==> config.mk <==
export PLATFORM = sky130hd
export DESIGN_NAME = chip8_fetch
export DESIGN_NICKNAME = d
export VERILOG_FILES = /design/src/rtl/chip8_pkg.sv /design/src/rtl/chip8_call_stack.sv /design/src/rtl/chip8_fetch.sv
export SDC_FILE = /design/constraint.sdc
export NUM_CORES = 1
export LEC_CHECK = 0
export CAP_MARGIN = 0
export CORE_ASPECT_RATIO = 0.7
export CORE_MARGIN = 2
export CORE_UTILIZATION = 42
export DETAILED_ROUTE_END_ITERATION = 12
export HOLD_SLACK_MARGIN = 0.02
export PLACE_DENSITY_LB_ADDON = 0.25
export SLEW_MARGIN = 20
export SYNTH_ARGS = -nofsm -noshare
export SYNTH_HDL_FRONTEND = slang
export SYNTH_SLANG_ARGS = --single-unit
==> constraint.sdc <==
create_clock -name clk -period 5.38 [get_ports clk]
set_input_delay 0.807 -clock clk [delete_from_list [all_inputs] [get_ports clk]]
set_output_delay 0.807 -clock clk [all_outputs]
set_load 0.02 [all_outputs]
==> src/rtl/chip8_pkg.sv <==
// chip8_pkg
// Shared definitions for the Chip-8 core: the address-space constants used by
// the RAM, fetch unit and executor, the program-counter flow commands, and the
// fetch sequencer state encoding.
// Ports: none (package).
package chip8_pkg;

  localparam int          CHIP8_ADDR_BITS   = 12;
  localparam logic [11:0] CHIP8_RESET_PC    = 12'h200;
  localparam int          CHIP8_STACK_DEPTH = 16;

  typedef enum logic [2:0] {
    NEXT = 3'd0,
    SKIP = 3'd1,
    JUMP = 3'd2,
    CALL = 3'd3,
    RET  = 3'd4
  } pc_cmd_t;

  typedef enum logic [2:0] {
    FETCH_HI,
    FETCH_LO,
    HOLD,
    WAIT_CMD,
    HALT
  } fetch_state_t;

  // Unassigned command codes (5-7) behave as a plain advance.
  function automatic pc_cmd_t decode_cmd(input logic [2:0] code);
    pc_cmd_t kind;
    case (code)
      3'd1:    kind = SKIP;
      3'd2:    kind = JUMP;
      3'd3:    kind = CALL;
      3'd4:    kind = RET;
      default: kind = NEXT;
    endcase
    return kind;
  endfunction

endpackage

==> src/rtl/chip8_call_stack.sv <==
// chip8_call_stack
// Return-address stack for CALL/RET. Holds STACK_DEPTH addresses and a stack
// pointer that counts occupied entries (0..STACK_DEPTH).
// Ports:
//   clk        system clock
//   reset      asynchronous, active-low; empties the stack
//   push       store push_data on top (caller guarantees !full)
//   pop        discard the top entry (caller guarantees !empty)
//   push_data  return address to store
//   top        most recently pushed address (undefined while empty)
//   full       sp == STACK_DEPTH
//   empty      sp == 0
module chip8_call_stack
  import chip8_pkg::*;
#(
  parameter int ADDR_BITS   = CHIP8_ADDR_BITS,
  parameter int STACK_DEPTH = CHIP8_STACK_DEPTH
) (
  input  logic                 clk,
  input  logic                 reset,
  input  logic                 push,
  input  logic                 pop,
  input  logic [ADDR_BITS-1:0] push_data,
  output logic [ADDR_BITS-1:0] top,
  output logic                 full,
  output logic                 empty
);

  localparam int SP_BITS  = $clog2(STACK_DEPTH + 1);
  localparam int IDX_BITS = (STACK_DEPTH > 1) ? $clog2(STACK_DEPTH) : 1;

  logic [ADDR_BITS-1:0] mem [STACK_DEPTH];
  logic [SP_BITS-1:0]   sp;
  logic [SP_BITS-1:0]   top_idx;

  // sp points one past the newest entry, so the top lives at sp-1.
  always_comb begin
    top_idx = sp - 1'b1;
    top     = mem[top_idx[IDX_BITS-1:0]];
    full    = (sp == SP_BITS'(STACK_DEPTH));
    empty   = (sp == '0);
  end

  // Entry storage and pointer update; push and pop are never requested together.
  always_ff @(posedge clk or negedge reset) begin
    if (!reset) begin
      sp <= '0;
      for (int i = 0; i < STACK_DEPTH; i++) begin
        mem[i] <= '0;
      end
    end else if (push) begin
      mem[sp[IDX_BITS-1:0]] <= push_data;
      sp                    <= sp + 1'b1;
    end else if (pop) begin
      sp <= sp - 1'b1;
    end
  end

endmodule

==> src/rtl/chip8_fetch.sv <==
// chip8_fetch
// Instruction fetch and program-counter unit. Reads the two opcode bytes at pc
// over the shared RAM bus, presents the big-endian opcode to the decoder on a
// valid/ready handshake, then applies the executor's flow command to pc.
// Ports:
//   clk, reset            clock; asynchronous active-low reset
//   bus_req, bus_grant    shared RAM bus request / arbiter grant
//   ram_address           byte address (pc in FETCH_HI, pc+1 in FETCH_LO)
//   ram_select            read enable = bus_req & bus_grant
//   ram_write             always 0
//   ram_data              RAM read data, sampled on the granted edge
//   op_valid, op_ready    opcode handshake
//   opcode, op_pc         presented opcode and its address
//   cmd_valid, cmd        flow command strobe and code (NEXT/SKIP/JUMP/CALL/RET)
//   cmd_target            JUMP/CALL destination
//   pc                    current program counter
//   stack_err             sticky call-stack overflow/underflow; unit halts
module chip8_fetch
  import chip8_pkg::*;
#(
  parameter int                   ADDR_BITS   = CHIP8_ADDR_BITS,
  parameter logic [ADDR_BITS-1:0] RESET_PC    = ADDR_BITS'(CHIP8_RESET_PC),
  parameter int                   STACK_DEPTH = CHIP8_STACK_DEPTH
) (
  input  logic                 clk,
  input  logic                 reset,
  output logic                 bus_req,
  input  logic                 bus_grant,
  output logic [ADDR_BITS-1:0] ram_address,
  output logic                 ram_select,
  output logic                 ram_write,
  input  logic [7:0]           ram_data,
  output logic                 op_valid,
  input  logic                 op_ready,
  output logic [15:0]          opcode,
  output logic [ADDR_BITS-1:0] op_pc,
  input  logic                 cmd_valid,
  input  logic [2:0]           cmd,
  input  logic [ADDR_BITS-1:0] cmd_target,
  output logic [ADDR_BITS-1:0] pc,
  output logic                 stack_err
);

  fetch_state_t         state;
  logic [7:0]           hi;
  logic                 cmd_fire;
  pc_cmd_t              cmd_kind;
  logic [ADDR_BITS-1:0] pc_plus2;
  logic [ADDR_BITS-1:0] pc_next;
  logic                 cmd_err;
  logic                 push;
  logic                 pop;
  logic [ADDR_BITS-1:0] stack_top;
  logic                 stack_full;
  logic                 stack_empty;

  chip8_call_stack #(
    .ADDR_BITS  (ADDR_BITS),
    .STACK_DEPTH(STACK_DEPTH)
  ) u_stack (
    .clk      (clk),
    .reset    (reset),
    .push     (push),
    .pop      (pop),
    .push_data(pc_plus2),
    .top      (stack_top),
    .full     (stack_full),
    .empty    (stack_empty)
  );

  // Bus-facing outputs decode straight from state; reset is folded into
  // bus_req so the bus stays quiet for as long as reset is held.
  always_comb begin
    bus_req     = reset && ((state == FETCH_HI) || (state == FETCH_LO));
    ram_select  = bus_req && bus_grant;
    ram_address = (state == FETCH_LO) ? pc + ADDR_BITS'(1) : pc;
    ram_write   = 1'b0;
    op_valid    = (state == HOLD);
  end

  // Command evaluation. A command is taken either together with the opcode
  // handshake or later while waiting; a stack fault suppresses push/pop so pc
  // and the stack stay exactly as they were.
  always_comb begin
    cmd_fire = ((state == HOLD) && op_ready && cmd_valid) ||
               ((state == WAIT_CMD) && cmd_valid);
    cmd_kind = decode_cmd(cmd);
    pc_plus2 = pc + ADDR_BITS'(2);
    pc_next  = pc_plus2;
    cmd_err  = 1'b0;
    push     = 1'b0;
    pop      = 1'b0;
    case (cmd_kind)
      SKIP: pc_next = pc + ADDR_BITS'(4);
      JUMP: pc_next = cmd_target;
      CALL: begin
        if (stack_full) begin
          cmd_err = 1'b1;
        end else begin
          pc_next = cmd_target;
          push    = cmd_fire;
        end
      end
      RET: begin
        if (stack_empty) begin
          cmd_err = 1'b1;
        end else begin
          pc_next = stack_top;
          pop     = cmd_fire;
        end
      end
      default: ;
    endcase
  end

  // Fetch sequencer: high byte, low byte, present, then wait for the command.
  // HALT is terminal until reset.
  always_ff @(posedge clk or negedge reset) begin
    if (!reset) begin
      state     <= FETCH_HI;
      pc        <= RESET_PC;
      hi        <= '0;
      opcode    <= '0;
      op_pc     <= RESET_PC;
      stack_err <= 1'b0;
    end else begin
      case (state)
        FETCH_HI: begin
          if (bus_grant) begin
            hi    <= ram_data;
            state <= FETCH_LO;
          end
        end
        FETCH_LO: begin
          if (bus_grant) begin
            opcode <= {hi, ram_data};
            op_pc  <= pc;
            state  <= HOLD;
          end
        end
        HOLD, WAIT_CMD: begin
          if (cmd_fire) begin
            if (cmd_err) begin
              stack_err <= 1'b1;
              state     <= HALT;
            end else begin
              pc    <= pc_next;
              state <= FETCH_HI;
            end
          end else if ((state == HOLD) && op_ready) begin
            state <= WAIT_CMD;
          end
        end
        HALT:    state <= HALT;
        default: state <= FETCH_HI;
      endcase
    end
  end

endmodule

==> qor.txt, run 1 <==
PLACE
--------------------------------------------------------------------------------
Final weighted congestion in routability-driven placement                  0.830
HPWL reported at the end of detailed placement                           20.4 mm
IO buf count                                                                  83
Number of placed instances, taps included                                   1443

LOGIC SYNTHESIS
--------------------------------------------------------------------------------
Summed instance area of the synthesized netlist                      11700 sq um
Number of warnings printed during yosys synthesis                              0
Area share of and/or/nand/nor cells after synthesis                        12.4%
Syn Inst Count                                                              1060
Post-synthesis compound-gate area fraction                                 10.7%
Multiplexer share of the synthesized area                                  16.2%
Cell variety after synth                                                      61
Sequential-to-total area share from yosys stat                             53.5%
Yosys reg bits                                                               249
Area share of xor/xnor cells in the synthesized design                     2.70%
Main combinational cell family by area after synthesis              multiplexers
Async set-reset flop share out of synthesis                                 100%
Total nets after synthesis                                                  1096
Predominant post-synthesis flop cell                                     dfrtp_1
Number of enable flip-flop cells after synthesis                               0
Adder-cell share of the synthesized area                                  0.859%
Mean Syn Cell Area                                                    11.0 sq um

STA
--------------------------------------------------------------------------------
Post-Route Setup TNS                                                        0 ns
Hold violation count in the final report                                       0
Max frequency                                                            258 MHz
Rel. slew slack                                                            24.2%
Transition time at the pin with the least slew margin                    1.13 ns
Setup repair after global routing missed its margin                           no
Post-Route Skew                                                        0.0290 ns
Number of max-slew violations in the final report                              0
Setup-violating endpoint count in the final report                             0
Tmin final                                                               3.88 ns
Worst Hold Slack                                                        0.173 ns
Final worst path period share                                              72.2%

FINISH
--------------------------------------------------------------------------------
Sequential cell area                                                  6240 sq um
Total Nets Final                                                            1141
Total area of multi-input combinational cells                         5070 sq um
Proportion of layout cells with a drive suffix above 1                     18.5%
Final Core Density                                                         50.6%
Area grow syn2layout                                                       17.3%
Fin cells                                                                   1488
Fillers                                                                     2398

PWR
--------------------------------------------------------------------------------
Clock group share of total power                                           25.1%
Static leakage                                                           5.84 nW
Sw Share                                                                   39.8%
Areal power density over the cells                                   532 nW/um^2
Sw power                                                                 2.89 mW
Part of the power in combinational logic                                   40.3%
Largest voltage drop on the vdd net                                     0.309 mV
Total power draw                                                         7.27 mW
Power Internal                                                           4.38 mW
Flop pwr share                                                             34.6%

DETAILED ROUTING
--------------------------------------------------------------------------------
Final wirelength                                                         30.7 mm
Vias per cell                                                               5.55
Residual DRC                                                                   0
Number of DRC markers after the initial detailed-route iteration             649
Total number of vias                                                        8260
First-pass DRT Iterations                                                      5
Post-route antenna net violation count                                         0
Average routed wire per standard cell                               20.7 microns

FLOORPLANNING
--------------------------------------------------------------------------------
Placeable core region                                                27000 sq um
Number of cell rows                                                           50
Effective utilization at floorplan                                         43.1%
Width of the die                                                     203 microns
Number of top-level design ports                                              85
Die height                                                           143 microns
Die area                                                             29100 sq um

GLOBAL ROUTE
--------------------------------------------------------------------------------
Vias in the first global route                                              8015
Gr usage total                                                             21.6%
Number of antenna violations at the first check in global routing              0
First-pass GRT wire length                                               47.8 mm
Overflow after GRT                                                             0
Pin count of the biggest net entering global routing                         146

SETUP PATH
--------------------------------------------------------------------------------
List of cells traversed by the critical path                        ha_1, and3_1, nand3_1, nor3_1, xor2_1, clkdlybuf4s50_1
Crit end category                                                    output port
Critical path fanouts, max                                                     8
Sort of element at the start of the critical path                      flip-flop
Biggest cell delay along the critical path                               0.64 ns
Top delay family on crit path                                       simple AND/OR/NAND/NOR gates
Buffers and inverters on the worst path                                        1
Highest-delay cell along the critical path                          clkdlybuf4s50_1
Worst Path Arrival                                                       3.07 ns
Kind of critical path                                                    reg2out
Req. time, crit path                                                     4.57 ns

CLOCKING
--------------------------------------------------------------------------------
Max Root-Sink Buffers                                                          3
Clock root cell                                                        clkbuf_16
CTS tree                                                                   built
Post CTS Setup Buffer Count                                                    0
H-tree levels                                                                  1
Skew-Pair Late Insertion Delay                                           0.54 ns
Clock transition at path regs                                            0.07 ns
Sinks on the clock net                                                       249
Cells resized by post-CTS repair                                               0
Post-CTS Hold Buffers                                                          0
Number of clock buffers inserted by TritonCTS                                 24

RUN STATUS
--------------------------------------------------------------------------------
Result of the run                                                      completed

MIN PATH
--------------------------------------------------------------------------------
Type of the most critical hold path                                     in2async

JOB
--------------------------------------------------------------------------------
Max-capacitance violation count                                                0

worst reg2reg max path: stages (launching register included):
cell,delay (ns)
dfrtp_4,0.72
inv_1,0.19
ha_2,0.26
nor3b_4,0.20
a2111oi_4,1.02
and2_4,0.33
nand2_1,0.47
mux2_2,0.47
final timing paths:
kind / depth (start not counted) / slack, ns / from / end
worst max-delay path: 6 / 1.50 / pc[2]$_DFFE_PN0P_ / ram_address[11]
worst min-delay path: 1 / 0.17 / reset / u_stack.mem[120]$_DFFE_PN0P_
worst max register to register: 7 / 1.61 / u_stack.sp[0]$_DFFE_PN0P_ / u_stack.mem[96]$_DFFE_PN0P_
worst min register to register: 1 / 0.47 / stack_err$_DFFE_PN0P_ / stack_err$_DFFE_PN0P_
max in group asynchronous: 3 / 3.32 / reset / u_stack.mem[75]$_DFFE_PN0P_
min in group clk: 1 / 0.47 / stack_err$_DFFE_PN0P_ / stack_err$_DFFE_PN0P_
per-layer routing:
layer	share of wire, %	up-vias	track usage, %
met5	0	-	0
met4	1.7	0	4.00
met3	6.8	40	4.42
met2	42	246	30.1
met1	50	4161	34.6
li1	-	3813	-
layout by cell type (no fill, tap or decap), drive strengths merged, types with 3 or more instances in the layout:
cell type | netlist | final
mux2 | 70 | 70
nor2b | 3 | 3
nor3 | 5 | 5
a21o | 3 | 3
clkdlybuf4s50 | 0 | 82
a221o | 3 | 3
nand3 | 47 | 47
a31oi | 9 | 9
clkinv | 0 | 6
xnor2 | 23 | 23
and3 | 4 | 4
nand2b | 4 | 4
and2 | 3 | 3
bufinv | 0 | 4
xor2 | 12 | 12
dfrtp | 247 | 247
buf | 38 | 25
a21oi | 14 | 14
ha | 8 | 8
o22ai | 3 | 3
nand4 | 7 | 7
o21ai | 167 | 167
clkbuf | 50 | 31
nor2 | 25 | 25
mux4 | 48 | 48
nand2 | 221 | 221
inv | 9 | 11
a221oi | 5 | 5
cell usage after synthesis (5+ instances only):
master,n,area [sq um]
xnor2_1,23,201
inv_1,9,33.8
o21ai_0,133,666
ha_1,8,100
nand4_1,5,31.3
a221oi_1,5,43.8
xor2_1,11,96.3
buf_2,29,145
a21oi_1,14,70.1
mux2_2,68,766
o21ai_1,34,170
nand3_1,43,215
nor2_1,25,93.8
a31oi_1,9,56.3
clkbuf_1,48,180
mux4_2,48,1080
buf_1,5,18.8
dfrtp_1,247,6180
nand2_1,221,830
stage by stage:
step | cell area (sq um) | setup WS, ns
3_5_place_dp | 12800 | 1.39
2_1_floorplan | 11700 | 2.36
5_1_grt | 13700 | 1.35
4_1_cts | 13700 | 1.51
6_report | 13700 | 1.50
3_3_place_gp | 12800 | 1.44
cell type report:
type	instances	area share (%)
antenna	1	0.0183
clock buffer	31	4.89
clock inverter	13	1.31
inverter	9	0.247
sequential	249	45.6
multi-input combinational	714	37.1
tap	364	3.33
timing repair buffer	107	7.52
cells by family (layout without fill, tap and decap cells):
family	count (synthesis)	count (layout)
AO/OA/AOI/OAI	222	222
buffers and inverters	97	160
flip-flops	249	249
adder cells (fa/ha/maj)	8	8
AND/OR/NAND/NOR	328	328
XOR/XNOR	35	35
multiplexers	120	120
other	1	2
power by group through the flow:
stage | combinational, mW | clock (mW) | sequential (mW)
after floorplan | 1.62 | 0 | 2.53
after global placement | 2.88 | 0 | 2.53
after detailed placement | 2.89 | 0 | 2.55
after CTS | 2.90 | 1.86 | 2.51
after global routing | 3.09 | 1.95 | 2.57
final | 2.93 | 1.82 | 2.52
flip-flops by register name, summed over array words and instances, names as in the netlist:
signal and cells:
hi 8, op_pc 12, opcode 16, pc 12
stack_err 1, state 3, u_stack.mem 192, u_stack.sp 5
Power figures use the tool's default switching activity.
==> inputs of run 2 (changes only) <==
Clock period 5.38 ns to 3.23 ns, I/O delays scaled along.
==> run 2 against run 1 <==
Worst hold slack gained 0.24 ns. Clock skew shrank 0.022 ns. Total power grew 65%. Count of clock-buffer cells in the layout grew 1. Sequential share of layout area shrank 0.52 points. Die area is the same. Critical path depth is the same. Clock power grew 58%. Global-route usage grew 0.36 points. Core utilization grew 0.58 points. Sequential cell count is the same. Critical path type unchanged. Critical endpoint is now ram_address[6].
==> qor.txt, run 2 (synthesis results as in run 1) <==
GLOBAL ROUTE
--------------------------------------------------------------------------------
Number of antenna violations at the first check in global routing              0
Pin count of the biggest net entering global routing                         179
Overflow after GRT                                                             0
Gr usage total                                                             22.0%
First-pass GRT wire length                                               48.7 mm
Vias in the first global route                                              8127

STA
--------------------------------------------------------------------------------
Max frequency                                                            323 MHz
Tmin final                                                               3.10 ns
Final worst path period share                                              95.8%
Post-Route Setup TNS                                                        0 ns
Setup-violating endpoint count in the final report                             0
Hold violation count in the final report                                       0
Setup repair after global routing missed its margin                           no
Number of max-slew violations in the final report                              0
Rel. slew slack                                                            27.1%
Post-Route Skew                                                       0.00731 ns
Transition time at the pin with the least slew margin                    1.09 ns

PLACE
--------------------------------------------------------------------------------
Final weighted congestion in routability-driven placement                  0.834
HPWL reported at the end of detailed placement                           21.3 mm
Dpl cell area                                                        13000 sq um
IO buf count                                                                  83

FINISH
--------------------------------------------------------------------------------
Diodes inserted                                                                0
Largest register FFs                                                         192
Most common cell after layout, fill and taps aside                       dfrtp_1
Total Nets Final                                                            1173
Proportion of layout cells with a drive suffix above 1                     20.1%
Largest registers in the final layout                               u_stack.mem x192, opcode x16
Area grow syn2layout                                                       18.7%
Reg with most FFs                                                    u_stack.mem
Commonest non-fill, non-tap cells in the layout                     246 x dfrtp_1, 221 x nand2_1, 133 x o21ai_0
Post-route standard cell area excluding fillers                      13800 sq um

PWR
--------------------------------------------------------------------------------
Largest voltage drop on the vdd net                                     0.529 mV
Static leakage                                                           5.97 nW
Part of the power in combinational logic                                   42.3%
Sw power                                                                 4.73 mW
Areal power density over the cells                                   866 nW/um^2
Power Internal                                                           7.24 mW
Sw Share                                                                   39.5%
Flop pwr share                                                             33.8%
Clock group share of total power                                           23.9%

DETAILED ROUTING
--------------------------------------------------------------------------------
Total number of vias                                                        8338
Vias per cell                                                               5.49
First-pass DRT Iterations                                                      5
Post-route antenna net violation count                                         0
Average routed wire per standard cell                               20.6 microns
Final wirelength                                                         31.3 mm
Residual DRC                                                                   0
Number of DRC markers after the initial detailed-route iteration             734

FLOORPLANNING
--------------------------------------------------------------------------------
Width of the die                                                     203 microns
Die area                                                             29100 sq um
Placeable core region                                                27000 sq um
Effective utilization at floorplan                                         43.1%
Die height                                                           143 microns
Number of top-level design ports                                              85
Number of cell rows                                                           50

CLOCKING
--------------------------------------------------------------------------------
H-tree levels                                                                  1
Number of clock buffers inserted by TritonCTS                                 24
Clock transition at path regs                                            0.07 ns
CTS tree                                                                   built
Max Root-Sink Buffers                                                          3
Sinks on the clock net                                                       249
Skew-Pair Late Insertion Delay                                           0.53 ns
Clock root cell                                                        clkbuf_16

JOB
--------------------------------------------------------------------------------
Max-capacitance violation count                                                0

SETUP PATH
--------------------------------------------------------------------------------
Sort of element at the start of the critical path                      flip-flop
Worst Path Arrival                                                       2.61 ns
Crit end category                                                    output port
Kind of critical path                                                    reg2out
Critical path fanouts, max                                                     9
Req. time, crit path                                                     2.75 ns

MIN PATH
--------------------------------------------------------------------------------
Type of the most critical hold path                                     in2async

RUN STATUS
--------------------------------------------------------------------------------
Result of the run                                                      completed

## run 2: power groups by stage
stage                     registers [mW]  logic (mW)  clock network (mW)
after floorplan                     4.21        2.71                   0
after global placement              4.08        5.00                   0
after detailed placement            4.10        5.03                   0
after CTS                           4.04        5.04                2.92
after global routing                4.11        5.38                3.06
final                               4.04        5.06                2.87
## run 2: worst paths after layout
check | depth (start not counted) | from | to | slack, ns
worst max-delay path | 6 | pc[3]$_DFFE_PN0P_ | ram_address[6] | 0.13
worst min-delay path | 2 | reset | hi[4]$_DFFE_PN0P_ | 0.41
worst max register to register | 9 | u_stack.sp[1]$_DFFE_PN0P_ | pc[11]$_DFFE_PN0P_ | 0.31
worst min register to register | 2 | u_stack.mem[28]$_DFFE_PN0P_ | u_stack.mem[28]$_DFFE_PN0P_ | 0.48
max in group asynchronous | 3 | reset | u_stack.mem[4]$_DFFE_PN0P_ | 1.58
min in group clk | 2 | u_stack.mem[28]$_DFFE_PN0P_ | u_stack.mem[28]$_DFFE_PN0P_ | 0.48
## run 2: worst max-delay path: stages, from the launching register on
cell and delay, ns:
dfrtp_1 0.58, ha_1 0.30, buf_4 0.18, nand3_1 0.11, nor2_1 0.13, xor2_1 0.16
clkdlybuf4s50_1 0.62
## run 2: area by class of cell
type	count	area [sq um]
well taps	364	455
repair buffers	139	1300
clock buffers	32	672
inverters	9	33.8
clock inverters	12	120
fillers	2410	13200
flip-flops and latches	249	6240
multi-input cells	714	5010
## run 2: per-layer routing
layer  global-route usage, %  vias up  wire (microns)
li1                        -     3880               -
met1                    36.1     4219           16100
met2                    29.7      202           12700
met3                    4.20       37            1870
met4                    4.38        0             569
met5                       0        -               0
## run 2: what timing repair did
item,in CTS,in global routing
endpoints found under the hold margin,14,0
pin swaps,0,0
hold buffers,1,0
resized for setup,4,2
endpoints found under the setup margin,6,2
setup buffers,0,0
## run 2: stage by stage
step	power [mW]	hold WS [ns]	instances	setup slack (ns)	util (%)
2_1_floorplan	6.92	0.189	1060	0.206	-
3_3_place_gp	9.08	0.325	1474	0.234	48.2
3_5_place_dp	9.13	0.327	1474	0.245	48.2
4_1_cts	12.0	0.427	1519	0.119	51.1
5_1_grt	12.6	0.417	1519	0.0201	51.2
6_report	12.0	0.412	1519	0.134	51.2
==> inputs of run 3 (changes only) <==
Settings changed: CAP_MARGIN 0 to not set, CORE_UTILIZATION 42 to 40, SKIP_LAST_GASP set to 1.
==> run 3 against run 2 <==
Setup slack worse by 0.038 ns. Global-route usage is 0.65 points lower. Register-to-register slack better by 0.07 ns. Final area is 0.81% higher. Worst hold slack better by 0.036 ns. Sequential share of layout area is 0.36 points lower. Via count is 0.41% higher. Cell count is 0.79% higher. Highest routed layer unchanged.
==> qor.txt, run 3 (synthesis results as in run 1) <==
RUN STATUS
--------------------------------------------------------------------------------
Result of the run                                                      completed

FLOORPLANNING
--------------------------------------------------------------------------------
Number of cell rows                                                           52
Effective utilization at floorplan                                         40.5%
Width of the die                                                     208 microns
Die height                                                           147 microns
Placeable core region                                                28800 sq um
Number of top-level design ports                                              85
Die area                                                             30500 sq um

PLACE
--------------------------------------------------------------------------------
HPWL reported at the end of detailed placement                           21.5 mm
Number of placed instances, taps included                                   1486
Worst setup slack after placement                                       0.272 ns
IO buf count                                                                  83
Dpl cell area                                                        13100 sq um
Final weighted congestion in routability-driven placement                  0.841

STA
--------------------------------------------------------------------------------
Tmin final                                                               3.13 ns
Max frequency                                                            319 MHz
Setup-violating endpoint count in the final report                             0
Number of max-slew violations in the final report                              0
Setup repair after global routing missed its margin                          yes
Hold violation count in the final report                                       0
Post-Route Skew                                                        0.0105 ns
Final worst path period share                                              97.0%
Transition time at the pin with the least slew margin                    1.01 ns
Post-layout worst setup margin                                         0.0965 ns
Rel. slew slack                                                            31.9%

DETAILED ROUTING
--------------------------------------------------------------------------------
Residual DRC                                                                   0
Final wirelength                                                         31.9 mm
First-pass DRT Iterations                                                      4
Number of DRC markers after the initial detailed-route iteration             580
Vias per cell                                                               5.47
Average routed wire per standard cell                               20.8 microns
Post-route antenna net violation count                                         0
Total number of vias                                                        8372

CLOCKING
--------------------------------------------------------------------------------
Skew-Pair Late Insertion Delay                                           0.53 ns
Clock transition at path regs                                            0.07 ns
Number of clock buffers inserted by TritonCTS                                 24
Sinks on the clock net                                                       249
CTS tree                                                                   built
Max Root-Sink Buffers                                                          3
Post CTS Setup Buffer Count                                                    0
Clock root cell                                                        clkbuf_16
H-tree levels                                                                  1

PWR
--------------------------------------------------------------------------------
Sw power                                                                 4.74 mW
Areal power density over the cells                                   882 nW/um^2
Total power draw                                                         12.3 mW
Sw Share                                                                   38.6%
Part of the power in combinational logic                                   42.3%
Clock group share of total power                                           24.7%
Largest voltage drop on the vdd net                                     0.775 mV
Flop pwr share                                                             33.0%
Static leakage                                                           6.00 nW
Power Internal                                                           7.55 mW

GLOBAL ROUTE
--------------------------------------------------------------------------------
Gr usage total                                                             21.3%
Vias in the first global route                                              8255
Number of antenna violations at the first check in global routing              0
Pin count of the biggest net entering global routing                         131
Overflow after GRT                                                             0
First-pass GRT wire length                                               50.2 mm

MIN PATH
--------------------------------------------------------------------------------
Type of the most critical hold path                                     in2async

FINISH
--------------------------------------------------------------------------------
Final Core Density                                                         48.5%
Diodes inserted                                                                0
Most common cell after layout, fill and taps aside                       dfrtp_1
Commonest non-fill, non-tap cells in the layout                     246 x dfrtp_1, 221 x nand2_1, 133 x o21ai_0
Largest register FFs                                                         192
Fin cells                                                                   1531
Total Nets Final                                                            1171
Area grow syn2layout                                                       19.6%
Reg with most FFs                                                    u_stack.mem
Post-route standard cell area excluding fillers                      13900 sq um
Proportion of layout cells with a drive suffix above 1                     19.9%
Largest registers in the final layout                               u_stack.mem x192, opcode x16

SETUP PATH
--------------------------------------------------------------------------------
Worst Path Arrival                                                       2.65 ns
Req. time, crit path                                                     2.75 ns
Critical path fanouts, max                                                     8
Startpoint of the worst-slack reg-to-reg timing path                u_stack.sp[1]$_DFFE_PN0P_
Kind of critical path                                                    reg2out
Reg2Reg Depth                                                                  8
Reg-to-reg critical path endpoint                                   pc[8]$_DFFE_PN0P_
Internal reg-to-reg setup slack                                          0.38 ns
Sort of element at the start of the critical path                      flip-flop
Crit end category                                                    output port

JOB
--------------------------------------------------------------------------------
Max-capacitance violation count                                                0

run 3: what timing repair did:
action / 4_1_cts / 5_1_grt
endpoints found under the setup margin: 2 / 3
cloned: 0 / 0
gates resized for setup: 3 / 4
hold buffers: 1 / 0
endpoints found under the hold margin: 33 / 0
run 3: power groups by stage:
stage / Sequential, mW / Clock (mW) / Combinational, mW
after global routing: 4.12 / 3.23 / 5.54
after detailed placement: 4.09 / 0 / 5.19
after CTS: 4.05 / 3.11 / 5.22
final: 4.05 / 3.04 / 5.20
after floorplan: 4.21 / 0 / 2.71
after global placement: 4.07 / 0 / 5.18
run 3: critical path, stage by stage, from the launching register on:
cell             delay [ns]
dfrtp_1                0.46
nor2_1                 0.22
and2_2                 0.27
nand3_1                0.21
nor2_1                 0.19
xor2_1                 0.15
clkdlybuf4s50_1        0.63
run 3: metal layers:
layer	track usage, %	routed length (microns)	up-vias
met4	3.09	293	0
met5	0	0	-
met3	3.87	1920	25
met2	29.8	13400	234
li1	-	-	3874
met1	34.9	16200	4239
run 3: per-stage QoR:
stage,hold slack (ns),setup TNS [ns]
final,0.447,0
after global placement,0.401,0
after CTS,0.438,0
after global routing,0.458,-0.0184
after detailed placement,0.398,0
after floorplan,0.189,0
run 3: cell type report:
cell class	count	area [sq um]
Inverter	9	33.8
Timing Repair Buffer	137	1330
Multi-Input combinational cell	714	5020
Clock buffer	35	703
Sequential cell	249	6240
Fill cell	2591	14800
Clock inverter	9	145
Tap cell	378	473
run 3: how the worst max path moves through the flow:
stage / from / endpoint / cells after the start
2_1_floorplan: u_stack.sp[0]$_DFFE_PN0P_ / pc[10]$_DFFE_PN0P_ / 12
3_3_place_gp: cmd[2] / pc[8]$_DFFE_PN0P_ / 8
3_5_place_dp: cmd[2] / pc[8]$_DFFE_PN0P_ / 8
4_1_cts: state[1]$_DFFE_PN0P_ / ram_address[11] / 6
5_1_grt: pc[1]$_DFFE_PN0P_ / ram_address[9] / 6
6_report: state[1]$_DFFE_PN0P_ / ram_address[9] / 6
